## src/rtl/iram_pkg.sv

```systemverilog
// Constants shared by the IRAM image, the control unit and the fetch arbiter.
package iram_pkg;

  localparam int IRAM_AW       = 16;
  localparam int IRAM_DW       = 16;
  localparam int NUM_CORES_DEF = 4;

  typedef logic [IRAM_AW-1:0] iram_addr_t;
  typedef logic [IRAM_DW-1:0] iram_word_t;

  // Opcode values as they appear in the IRAM image.
  localparam iram_word_t ENDOP = iram_word_t'(51);

endpackage

```

## src/rtl/rr_arbiter.sv

```systemverilog
// Round-robin arbiter: one-hot grant from a request vector, search starting
// one past the last granted index.
module rr_arbiter #(
  parameter int N  = 4,
  parameter int IW = (N > 1) ? $clog2(N) : 1
) (
  input  logic          clk,
  input  logic          rst,
  input  logic [N-1:0]  req,
  output logic [N-1:0]  grant,
  output logic [IW-1:0] gidx,
  output logic          gany
);

  logic [IW-1:0] ptr;
  logic [IW:0]   sum;
  logic [IW-1:0] idx;

  always_comb begin
    grant = '0;
    gidx  = '0;
    gany  = 1'b0;
    sum   = '0;
    idx   = '0;
    for (int k = 0; k < N; k++) begin
      sum = {1'b0, ptr} + (IW+1)'(k);
      if (sum >= (IW+1)'(N)) sum = sum - (IW+1)'(N);
      idx = sum[IW-1:0];
      if (!gany && req[idx]) begin
        gany       = 1'b1;
        grant[idx] = 1'b1;
        gidx       = idx;
      end
    end
  end

  // Idle cycles keep the pointer so priority does not drift without grants.
  always_ff @(posedge clk) begin
    if (rst) begin
      ptr <= '0;
    end else if (gany) begin
      ptr <= (gidx == IW'(N-1)) ? '0 : gidx + 1'b1;
    end
  end

endmodule

```

## src/rtl/iram_fetch_arbiter.sv

```systemverilog
// Shares the read-only IRAM among the cores: round-robin grant, address mux,
// and a one-cycle return path aligned with the IRAM's registered read.
module iram_fetch_arbiter
  import iram_pkg::*;
#(
  parameter int NUM_CORES = NUM_CORES_DEF,
  parameter int AW        = IRAM_AW,
  parameter int DW        = IRAM_DW
) (
  input  logic                    clk,
  input  logic                    rst,
  input  logic [NUM_CORES-1:0]    req,
  input  logic [NUM_CORES*AW-1:0] req_addr,
  input  logic [NUM_CORES-1:0]    core_halt,
  output logic [NUM_CORES-1:0]    grant,
  output logic [NUM_CORES-1:0]    rdata_valid,
  output logic [DW-1:0]           rdata,
  output logic [AW-1:0]           iram_addr,
  input  logic [DW-1:0]           iram_rdata
);

  localparam int IW = (NUM_CORES > 1) ? $clog2(NUM_CORES) : 1;

  // Handshake: a core holds req/req_addr until it sees grant in the same
  // cycle; the word comes back on rdata_valid exactly one cycle later and
  // must be taken then, as there is no back-pressure.
  logic [NUM_CORES-1:0] arb_req;
  logic [IW-1:0]        gidx;
  logic                 gany;
  logic [IW-1:0]        gidx_q;
  logic                 gvld_q;

  assign arb_req = rst ? '0 : (req & ~core_halt);

  rr_arbiter #(
    .N  (NUM_CORES),
    .IW (IW)
  ) u_rr_arbiter (
    .clk   (clk),
    .rst   (rst),
    .req   (arb_req),
    .grant (grant),
    .gidx  (gidx),
    .gany  (gany)
  );

  assign iram_addr = gany ? req_addr[gidx*AW +: AW] : '0;

  always_ff @(posedge clk) begin
    if (rst) begin
      gvld_q <= 1'b0;
      gidx_q <= '0;
    end else begin
      gvld_q <= gany;
      gidx_q <= gidx;
    end
  end

  // A return still in flight when reset rises is dropped, not delivered.
  assign rdata_valid = (gvld_q && !rst) ? ({{(NUM_CORES-1){1'b0}}, 1'b1} << gidx_q) : '0;
  assign rdata       = iram_rdata;

endmodule

```

## config.mk

```make
export PLATFORM = sky130hd
export DESIGN_NAME = iram_fetch_arbiter
export DESIGN_NICKNAME = d
export VERILOG_FILES = /design/src/rtl/iram_pkg.sv /design/src/rtl/rr_arbiter.sv /design/src/rtl/iram_fetch_arbiter.sv
export SDC_FILE = /design/constraint.sdc
export NUM_CORES = 1
export LEC_CHECK = 0
export CAP_MARGIN = 5
export CORE_ASPECT_RATIO = 1.25
export CORE_MARGIN = 4
export CORE_UTILIZATION = 27
export DETAILED_ROUTE_END_ITERATION = 8
export PLACE_DENSITY = 0.77
export SYNTH_ARGS = -nofsm -noshare
export SYNTH_HDL_FRONTEND = slang
export SYNTH_HIERARCHICAL = 1
export SYNTH_SLANG_ARGS = --single-unit
```

## constraint.sdc

```tcl
create_clock -name clk -period 3.25 [get_ports clk]
set_input_delay 0.65 -clock clk [delete_from_list [all_inputs] [get_ports clk]]
set_output_delay 0.65 -clock clk [all_outputs]
set_load 0.01 [all_outputs]
```

* Word-level counts from Yosys, hierarchy flattened *
Index checks and enable logic that the tools add are counted.

cells by class
  bitwise gates (word level) = 5
  multiplexer cells = 36
  reductions and logical operators = 12
  shifts and indexed selects = 2
  equal/unequal tests = 1
  $lt $le $gt $ge = 12
  add/sub/neg operators = 8

operators with widths
  kind                 number
  $shiftx 64x7->16     1
  $mux 4               6
  $mux 2               9
  $mux 16              1
  $lt 2x3->1 const B   4
  $mux 1               12
  $or 4x4->4           3
  $ge 3x3->1 const B   3
  $bmux 1 s2           4
  $demux 1 s2          4
  $ge 2x1->1 const B   4
  $logic_and 1x1->1    8
  $sub 2x1->2 const B  4
  $add 2x2->3 const B  2
  $and 4x4->4          1
  $logic_not 1->1      4
  $not 4->4            1
  $shl 1x2->4 const A  1
  $add 2x1->3 const B  1
  $ge 2x3->1 const B   1
  $add 2x1->2 const B  1
  $eq 2x2->1 const B   1

word-level totals
  word-level logic and storage cells = 79
  register bits after elaboration = 5
  output and inout bits = 40

* Logic depth before layout (Yosys ltp) *
Gate-level depths: netlist (run 1).

  depth after elaboration = 17
  gate-level depth with buffers = 11
  gate-level depth less buffers = 8

* Hierarchy *
The synthesis (run 1) kept the hierarchy.

modules (own cells, without submodules)
  module              cells an instance  area each (µm²)  times used
  iram_fetch_arbiter  88                 797.0            1
  rr_arbiter          55                 529.3            1

* Worst setup path before layout (run 1) *
Ideal clock, no wire load.

  kind = input to output
  start point = input port rst
  end point = output port iram_addr[10]
  slack = -0.138 ns
  arrival time = 2.738 ns
  buffers on the path = 3
  stages on the path = 9
  cell sequence = buf_2 -> nor3b_1 -> mux4_2 -> nor3_2 -> a211o_2 -> buf_6 -> buf_12 -> mux2i_1 -> o22ai_1

between the ends
  longest elaborated chain between the ends = 15
  elaborated cells on any way between the ends = 25

ends and longest elaborated chain
  element                       line                      source
  start: declaration            iram_fetch_arbiter.sv:11  input logic rst,
  $mux 4 *                      iram_fetch_arbiter.sv:33  assign arb_req = rst ? '0 : (req & ~core_halt);
  via arb_req[3]                iram_fetch_arbiter.sv:27  logic [NUM_CORES-1:0] arb_req;
  $bmux 1 s2                    rr_arbiter.sv:29          if (!gany && req[idx]) begin
  $mux 1 (implied by the code)  rr_arbiter.sv:29
  $mux 1                        rr_arbiter.sv:29
  $logic_not 1->1               rr_arbiter.sv:29
  $logic_and 1x1->1             rr_arbiter.sv:29
  $mux 1                        rr_arbiter.sv:29
  $logic_not 1->1               rr_arbiter.sv:29
  $logic_and 1x1->1             rr_arbiter.sv:29
  $mux 1                        rr_arbiter.sv:29
  $logic_not 1->1               rr_arbiter.sv:29
  $logic_and 1x1->1             rr_arbiter.sv:29
  $mux 2 *                      rr_arbiter.sv:29
  via gidx[1]                   iram_fetch_arbiter.sv:28  logic [IW-1:0] gidx;
  $shiftx 64x7->16 *            iram_fetch_arbiter.sv:47  assign iram_addr = gany ? req_addr[gidx*AW +: AW] : '0;
  $mux 16 *                     iram_fetch_arbiter.sv:47
  end: declaration              iram_fetch_arbiter.sv:18  output logic [AW-1:0] iram_addr,

Mark *: on every way through the listed nets, which the timed path passes. The rest lies on a longest branch. The select of a mux whose other input is x is not followed.

* Worst setup path after layout (run 1) *
  start point = input port req[2]
  end point = output port iram_addr[15]

between the ends
  longest elaborated chain between the ends = 16
  elaborated cells on any way between the ends = 26

ends and longest elaborated chain
  element                       line                      source
  start: declaration            iram_fetch_arbiter.sv:12  input logic [NUM_CORES-1:0] req,
  $and 4x4->4 *                 iram_fetch_arbiter.sv:33
  $mux 4 *                      iram_fetch_arbiter.sv:33
  via arb_req[2]                iram_fetch_arbiter.sv:27
  $bmux 1 s2                    rr_arbiter.sv:29
  $mux 1 (implied by the code)  rr_arbiter.sv:29
  $mux 1                        rr_arbiter.sv:29
  $logic_not 1->1               rr_arbiter.sv:29
  $logic_and 1x1->1             rr_arbiter.sv:29
  (+2 left out)                 --
  $logic_and 1x1->1             rr_arbiter.sv:29
  $mux 1                        rr_arbiter.sv:29
  $logic_not 1->1               rr_arbiter.sv:29
  $logic_and 1x1->1             rr_arbiter.sv:29
  $mux 2 *                      rr_arbiter.sv:29
  via gidx[0]                   iram_fetch_arbiter.sv:28
  $shiftx 64x7->16 *            iram_fetch_arbiter.sv:47
  $mux 16 *                     iram_fetch_arbiter.sv:47

Marks and branches as above.

==> metrics.md, run 1 <==
| Metric | Value |
|---|---|
| Slowest library cell on the worst path | mux4_2 |
| Die Y | 86.4 um |
| Worst hold stages | 3 |
| Post-synth top cells | 34 x mux2i_1, 17 x buf_4, 16 x o22ai_1, 6 x ha_1, 6 x nor2_1 |
| Wire length per cell | 17.4 um |
| Num CTS Buffers | 3 |
| RSZ-0062 raised after global routing | yes |
| Max Freq | just over 300 MHz |
| DP Worst Slack | -1.05 ns |
| Hold Crit Class | input port to register |
| Global route total overflow | 0 |
| Number of synthesized flops with an enable pin | 0 |
| Bufs on Longest Clock Path | 2 |
| Max stage delay on crit path | 0.58 ns |
| Flop2flop setup slack | 0.14 ns |
| Max-capacitance violation count | 0 |
| Final slew viol count | 0 |
| DIE AREA | roughly 6100 um2 |
| Synth Cell Area | about 1300 um2 |
| Total GRT Usage | 0.167 |
| Pin count of the biggest net entering global routing | 17 |
| Final ANT Viol Nets | 0 |
| Ports | 130 |
| GPL Wtd Cong | roughly 0.83 |
| Worst Path Buf+Inv | 4 |
| Type of destination of the critical path | output pin |
| Via/cell ratio | 5.25 |
| Hold Violations, Final | 0 |
| Final period util | 1.01 |
| CP delay by family, top | multiplexers |
| First drt pass iteration count | 4 |
| Final WL | 5520 um |
| Synthesis-to-layout area growth | 108% |
| Layout cells sized above 1 | 0.457 |
| #FFs+latches synth | 5 |
| CP Data Arrival Time | 2.63 ns |
| Htree depth | 1 |
| Yosys cell types | 36 |
| FF-to-FF End | gidx_q[0] |
| Clock Skews | ~0.0010 ns |
| # rows | 28 |
| Endpoints failing setup | 6 |
| Final nets | ~360 |
| Ys async rst share | 0 |
| Seq/Total Area, Yosys | 0.0755 |
| Largest area contributor in the netlist | mux2i_1 |
| Number of hold buffers added after cts | 0 |
| Leak | 1.14 nW |
| Startpoint types | input port |
| Clock root cell | clkbuf_8 |
| Hold_sp | rst |
| Worst slew pin tran | between 0.2 and 0.3 ns |
| Synth Flop Type | dfxtp_1 |
| Cell with the most instances after synthesis | mux2i_1 |
| Vias in the first global route | 1765 |
| Placed Area | 2360 um2 |
| Final worst slack | -0.0277 ns |
| Vias | ~1700 |
| Worst-Skew Late Latency | 0.21 ns |
| Detail Placement HPWL | 4170 um |
| Power per Cell Area | 771 nW/um2 |
| IO buf count | 97 |
| Initial Util | 0.280 |
| # clock sinks | 5 |
| Syn nets | 239 |
| Core area | roughly 4700 um2 |
| Synthesized area per cell | approximately 9.3 um2 |
| First-pass GRT wire length | between 8000 and 9000 um |
| Hold EP | gidx_q[0] |
| Reg2Reg Depth | 17 |
| Layout Cell Area excl Fill | 2750 um2 |
| Ys Warns | 6 |
| Initial antenna violation count | 0 |
| Worst VDD drop | 0.404 mV |
| Antenna cells | 0 |
| CP Class | input port to output pin |
| Post-synthesis cell count | 143 |
| DRT iter0 DRCs | 49 |
| Crit path time final | 3.28 ns |
| Most frequent CP cell | buf_6 |
| DR DRC count | 0 |
| CTS tree | done |
| Dominant cells by area after synthesis | mux2i_1 26%, buf_4 9.6%, dfxtp_1 7.5% |
| Crit-path cells | buf_6 -> nor3b_4 -> mux4_2 -> buf_6 -> o221ai_4 -> nand2_2 -> nand2b_4 -> clkbuf_16 -> o22ai_4 -> buf_6 |
| CTS clock-pin slew for the worst setup and hold paths | 0.03 ns |
| Critical path peak fanout | 8 |
| CP required | 2.60 ns |
| Die width | 70.7 um |
| Failing checks | setup timing |
| Slew HR | 0.808 |
| Status | finished with violations |
| Synth top area share | 0.257 |
-- metrics by stage --
stage / setup TNS, ns / util / hold WS [ns] / std cells / power, mW
CTS: 0 / 0.533 / 0.838 / 316 / 1.83
finish: -0.0710 / 0.582 / 0.810 / 318 / 2.12
detailed placement: -18.24 / 0.499 / 0.822 / 298 / 1.63
global placement: -17.04 / 0.499 / 0.811 / 298 / 1.62
global route: -1.27 / 0.582 / 0.814 / 318 / 2.28
floorplan: -0.0784 / - / 0.692 / 143 / 1.05
-- worst min-delay path, delay by kind of cell --
family / cells / cell delay (ns)
and+or+nand+nor: 1 / 0.04
buffers and inverters: 2 / 0.27
-- placed cells by master, fill, tap and decap left out, types with 2 or more instances in the layout --
cell,n
buf_6,12
mux4_2,4
mux2i_4,2
a22oi_2,3
nor2b_4,2
clkdlybuf4s50_1,68
mux2i_2,9
clkbuf_8,3
buf_4,30
ha_1,6
buf_2,20
buf_12,4
nor2_1,6
o22ai_1,3
nor3b_4,4
dlygate4sd2_1,3
o22ai_2,12
a221o_1,4
a22oi_1,2
mux2i_1,23
dfxtp_1,5
nor2b_1,3
nor4bb_1,2
inv_1,3
-- cell type report --
class                   instances  area, um2
clock buffers                   4       45.0
fillers                       412       1980
inverters                       3       11.3
multi-input cells             107       1240
flip-flops and latches          5        100
well taps                      60       75.1
repair buffers                139       1280
-- report_power, final --
group          total (mW)  switching (mW)  internal, mW
sequential          0.102          0.0176        0.0845
combinational        1.91           0.842          1.07
clock               0.110          0.0266        0.0839
total                2.12           0.886          1.24
-- repair_timing --
action / 4_1_cts / 5_1_grt
pin swaps: 7 / 12
setup buffers: 15 / 2
gates cloned: 0 / 1
gates resized for setup: 124 / 41
endpoints found under the setup margin: 20 / 21
-- how the worst max path moves through the flow --
stage / start / endpoint / slack [ns] / cells past startpoint
after floorplan: rst / iram_addr[10] / -0.009 / 11
after global placement: rst / iram_addr[15] / -1.00 / 11
after detailed placement: rst / iram_addr[15] / -1.05 / 11
after CTS: rst / iram_addr[15] / 0.002 / 9
after global routing: rst / iram_addr[1] / -0.11 / 11
final: req[2] / iram_addr[15] / -0.03 / 10
-- cells by family after synthesis --
group           Yosys count  synth area share
buf+inv                  31             0.200
mux                      39             0.333
flops                     5            0.0755
fa+ha+maj                 6            0.0566
compound gates           33             0.189
simple gates             29             0.146
-- metal layers --
metal	routed length [um]	track usage
met3	428	0.0348
met4	381	0.111
met2	2860	0.291
met5	0	0
met1	1850	0.181
Note: power is estimated with default switching activity, not from simulation.
==> run 2: changes to the inputs <==
CORE_UTILIZATION = 33   (was 27)
PLACE_DENSITY = 0.88   (was 0.77)
clock period = 3.9 ns   (was 3.25 ns; I/O delays follow)
==> run 2 against run 1 <==
The flow now finishes without violations. First-iteration DRC count increased by 41%. Routed wire length increased by 1.8%. Design area is 2.3% lower. Clock skew shrank 0.00092 ns. Die area is 16% lower. Global-route usage rose by 1.8 points. Critical path depth unchanged. Sequential share of layout area is 0.086 points higher. Hold slack got worse by 0.032 ns. Total power shrank 21%. Via count is 2.5% lower. Register-to-register slack improved by 1.2 ns. Critical path type unchanged. Largest cell class unchanged. Largest power group unchanged.
==> metrics.md, run 2 (synthesis results as in run 1) <==
| Metric | Value |
|---|---|
| Status | completed |
| DIE AREA | 5100 um2 (-16%) |
| Via/cell ratio | 5.37 (+2.4%) |
| Number of hold buffers added after cts | 0 (unchanged) |
| Wire length per cell | 18.5 um (+6.8%) |
| Worst VDD drop | 0.354 mV (-12%) |
| Final period util | 0.973 |
| Most common cell after layout, fill and taps aside | clkdlybuf4s50_1 |
| Placed Area | 2310 um2 (-2.0%) |
| Clock Skews | 0.000120 ns (-0.000921 ns) |
| DR DRC count | 0 (unchanged) |
| Final WL | 5620 um (+1.8%) |
| # clock sinks | 5 (unchanged) |
| Num CTS Buffers | 3 (unchanged) |
| Synthesis-to-layout area growth | 103% |
| First drt pass iteration count | 4 (unchanged) |
| Endpoints failing setup | 0 (-6) |
| Ports | 130 (unchanged) |
| Initial antenna violation count | 0 (unchanged) |
| Worst setup endpoint | iram_addr[9] |
| GPL Wtd Cong | 0.816 (-2.1%) |
| Final slew viol count | 0 (unchanged) |
| Detail Placement HPWL | 3860 um (-7.4%) |
| Die Y | 78.9 um (-8.7%) |
| Core area | 3820 um2 (-19%) |
| Htree depth | 1 (unchanged) |
| Slew HR | 0.803 (-0.00479) |
| Final nets | 346 (-2.5%) |
| Pin count of the biggest net entering global routing | 16 (-1) |
| Hold Violations, Final | 0 (unchanged) |
| First-pass GRT wire length | 7570 um (-8.4%) |
| Antenna cells | 0 (unchanged) |
| Startpoint types | input port |
| Worst-Skew Late Latency | 0.22 ns (about the same) |
| Post-placement cell count | 288 (-3.4%) |
| Clock root cell | clkbuf_8 |
| Reg2Reg Depth | 9 (-8) |
| IO buf count | 97 (unchanged) |
| CP Launch Point | rst |
| Vias | 1628 (-2.5%) |
| Max-capacitance violation count | 0 (unchanged) |
| Layout cells sized above 1 | 0.361 (-0.0959) |
| Type of destination of the critical path | output pin |
| Reg-to-reg startpoint | u_rr_arbiter/ptr[1] |
| Hold Crit Class | register to register |
| Vias in the first global route | 1560 (-12%) |
| Worst slew pin tran | 0.288 ns (+0.00699 ns) |
| Total power | 1.68 mW (-21%) |
| CP required | 3.12 ns (+0.52 ns) |
| Bufs on Longest Clock Path | 2 (unchanged) |
| Max Freq | approximately 260 MHz |
| Area of the multi-input gates | 1200 um2 (-3.0%) |
| Most frequent cells in the layout | 68 x clkdlybuf4s50_1, 25 x mux2i_1, 25 x buf_4 |
| CP Class | input port to output pin |
| Flop2flop setup slack | 1.33 ns (+1.19 ns) |
| Layout fillers | 289 (-30%) |
| Leak | 1.16 nW (+1.6%) |
| # rows | 25 (-11%) |
| Layout Cell Area excl Fill | 2690 um2 (-2.3%) |
| CTS tree | done |
| FF-to-FF End | u_rr_arbiter/ptr[1] |
| Power per Cell Area | 623 nW/um2 (-19%) |
| Crit path time final | 3.79 ns |
| FF/Latch Area | 100 um2 (unchanged) |
| Die width | 64.7 um (-8.5%) |
| Critical path peak fanout | 7 (-1) |
| DRT iter0 DRCs | 69 (+41%) |
| CTS clock-pin slew for the worst setup and hold paths | 0.04 ns (about the same) |
| Non-filler cells, final | 303 (-4.7%) |
| Total GRT Usage | 0.186 (+0.0183) |
| CP Data Arrival Time | 3.01 ns (+0.38 ns) |
| Initial Util | 0.348 (+0.0671) |
| Final ANT Viol Nets | 0 (unchanged) |
| RSZ-0062 raised after global routing | no |
| Global route total overflow | 0 (unchanged) |
## run 2: cell types whose count changed in the layout (fill, tap and decap cells not counted), sizes merged
cell           change
clkbuf             +1
dlymetal6s2s       +8
dlygate4sd2        +1
clkdlybuf4s15      -1
buf               -18
## run 2: worst min path at each step
| stage | from | to | slack [ns] | cells past startpoint |
|---|---|---|---|---|
| 2_1_floorplan | u_rr_arbiter/ptr[1] | u_rr_arbiter/ptr[1] | 0.69 | 3 |
| 3_3_place_gp | u_rr_arbiter/ptr[1] | u_rr_arbiter/ptr[1] | 0.70 | 3 |
| 3_5_place_dp | u_rr_arbiter/ptr[1] | u_rr_arbiter/ptr[1] | 0.73 | 3 |
| 4_1_cts | u_rr_arbiter/ptr[1] | u_rr_arbiter/ptr[1] | 0.75 | 3 |
| 5_1_grt | u_rr_arbiter/ptr[1] | u_rr_arbiter/ptr[1] | 0.80 | 3 |
| 6_report | u_rr_arbiter/ptr[1] | u_rr_arbiter/ptr[1] | 0.78 | 3 |
## run 2: critical path, stage by stage
cell	delay, ns
buf_2	0.17
buf_4	0.16
nor3b_4	0.06
mux4_2	0.58
nor3_4	0.26
a211o_4	0.28
clkbuf_16	0.19
mux2i_1	0.26
o22ai_2	0.12
buf_2	0.15
## run 2: power breakdown
group          internal [mW]  switching, mW  leakage, nW
Clock                 0.0704         0.0280       0.0228
Combinational          0.811          0.682         1.10
Sequential            0.0703         0.0136       0.0413
## run 2: metrics by stage
| stage | setup TNS [ns] | setup WS [ns] | hold slack (ns) | util |
|---|---|---|---|---|
| after CTS | 0 | 0.0233 | 0.748 | 0.651 |
| after global placement | -10.08 | -0.610 | 0.704 | 0.606 |
| after floorplan | 0 | 0.252 | 0.692 | - |
| final | 0 | 0.107 | 0.778 | 0.705 |
| after global routing | 0 | 0.0542 | 0.803 | 0.705 |
| after detailed placement | -10.73 | -0.618 | 0.726 | 0.606 |
## run 2: cell type report
class                   instances  area share
flip-flops and latches          5      0.0372
inverters                       3     0.00419
clock buffers                   4      0.0167
repair buffers                130       0.470
multi-input cells             107       0.447
well taps                      54      0.0251
## run 2: routing by layer
metal  part of all wire  global-route usage  vias to the layer above  routed length, um
li1                   -                   -                      753                  -
met1               0.37               0.216                      784               2070
met2               0.55               0.344                       75               3100
met3              0.054              0.0156                       16                306
met4              0.027              0.0740                        0                149
met5                  0                   0                        -                  0
## run 2: what timing repair did
item,4_1_cts,5_1_grt
buffers inserted,7,4
endpoints found under the setup margin,20,16
pin swaps,6,13
cloned,2,2
resized for setup,89,37
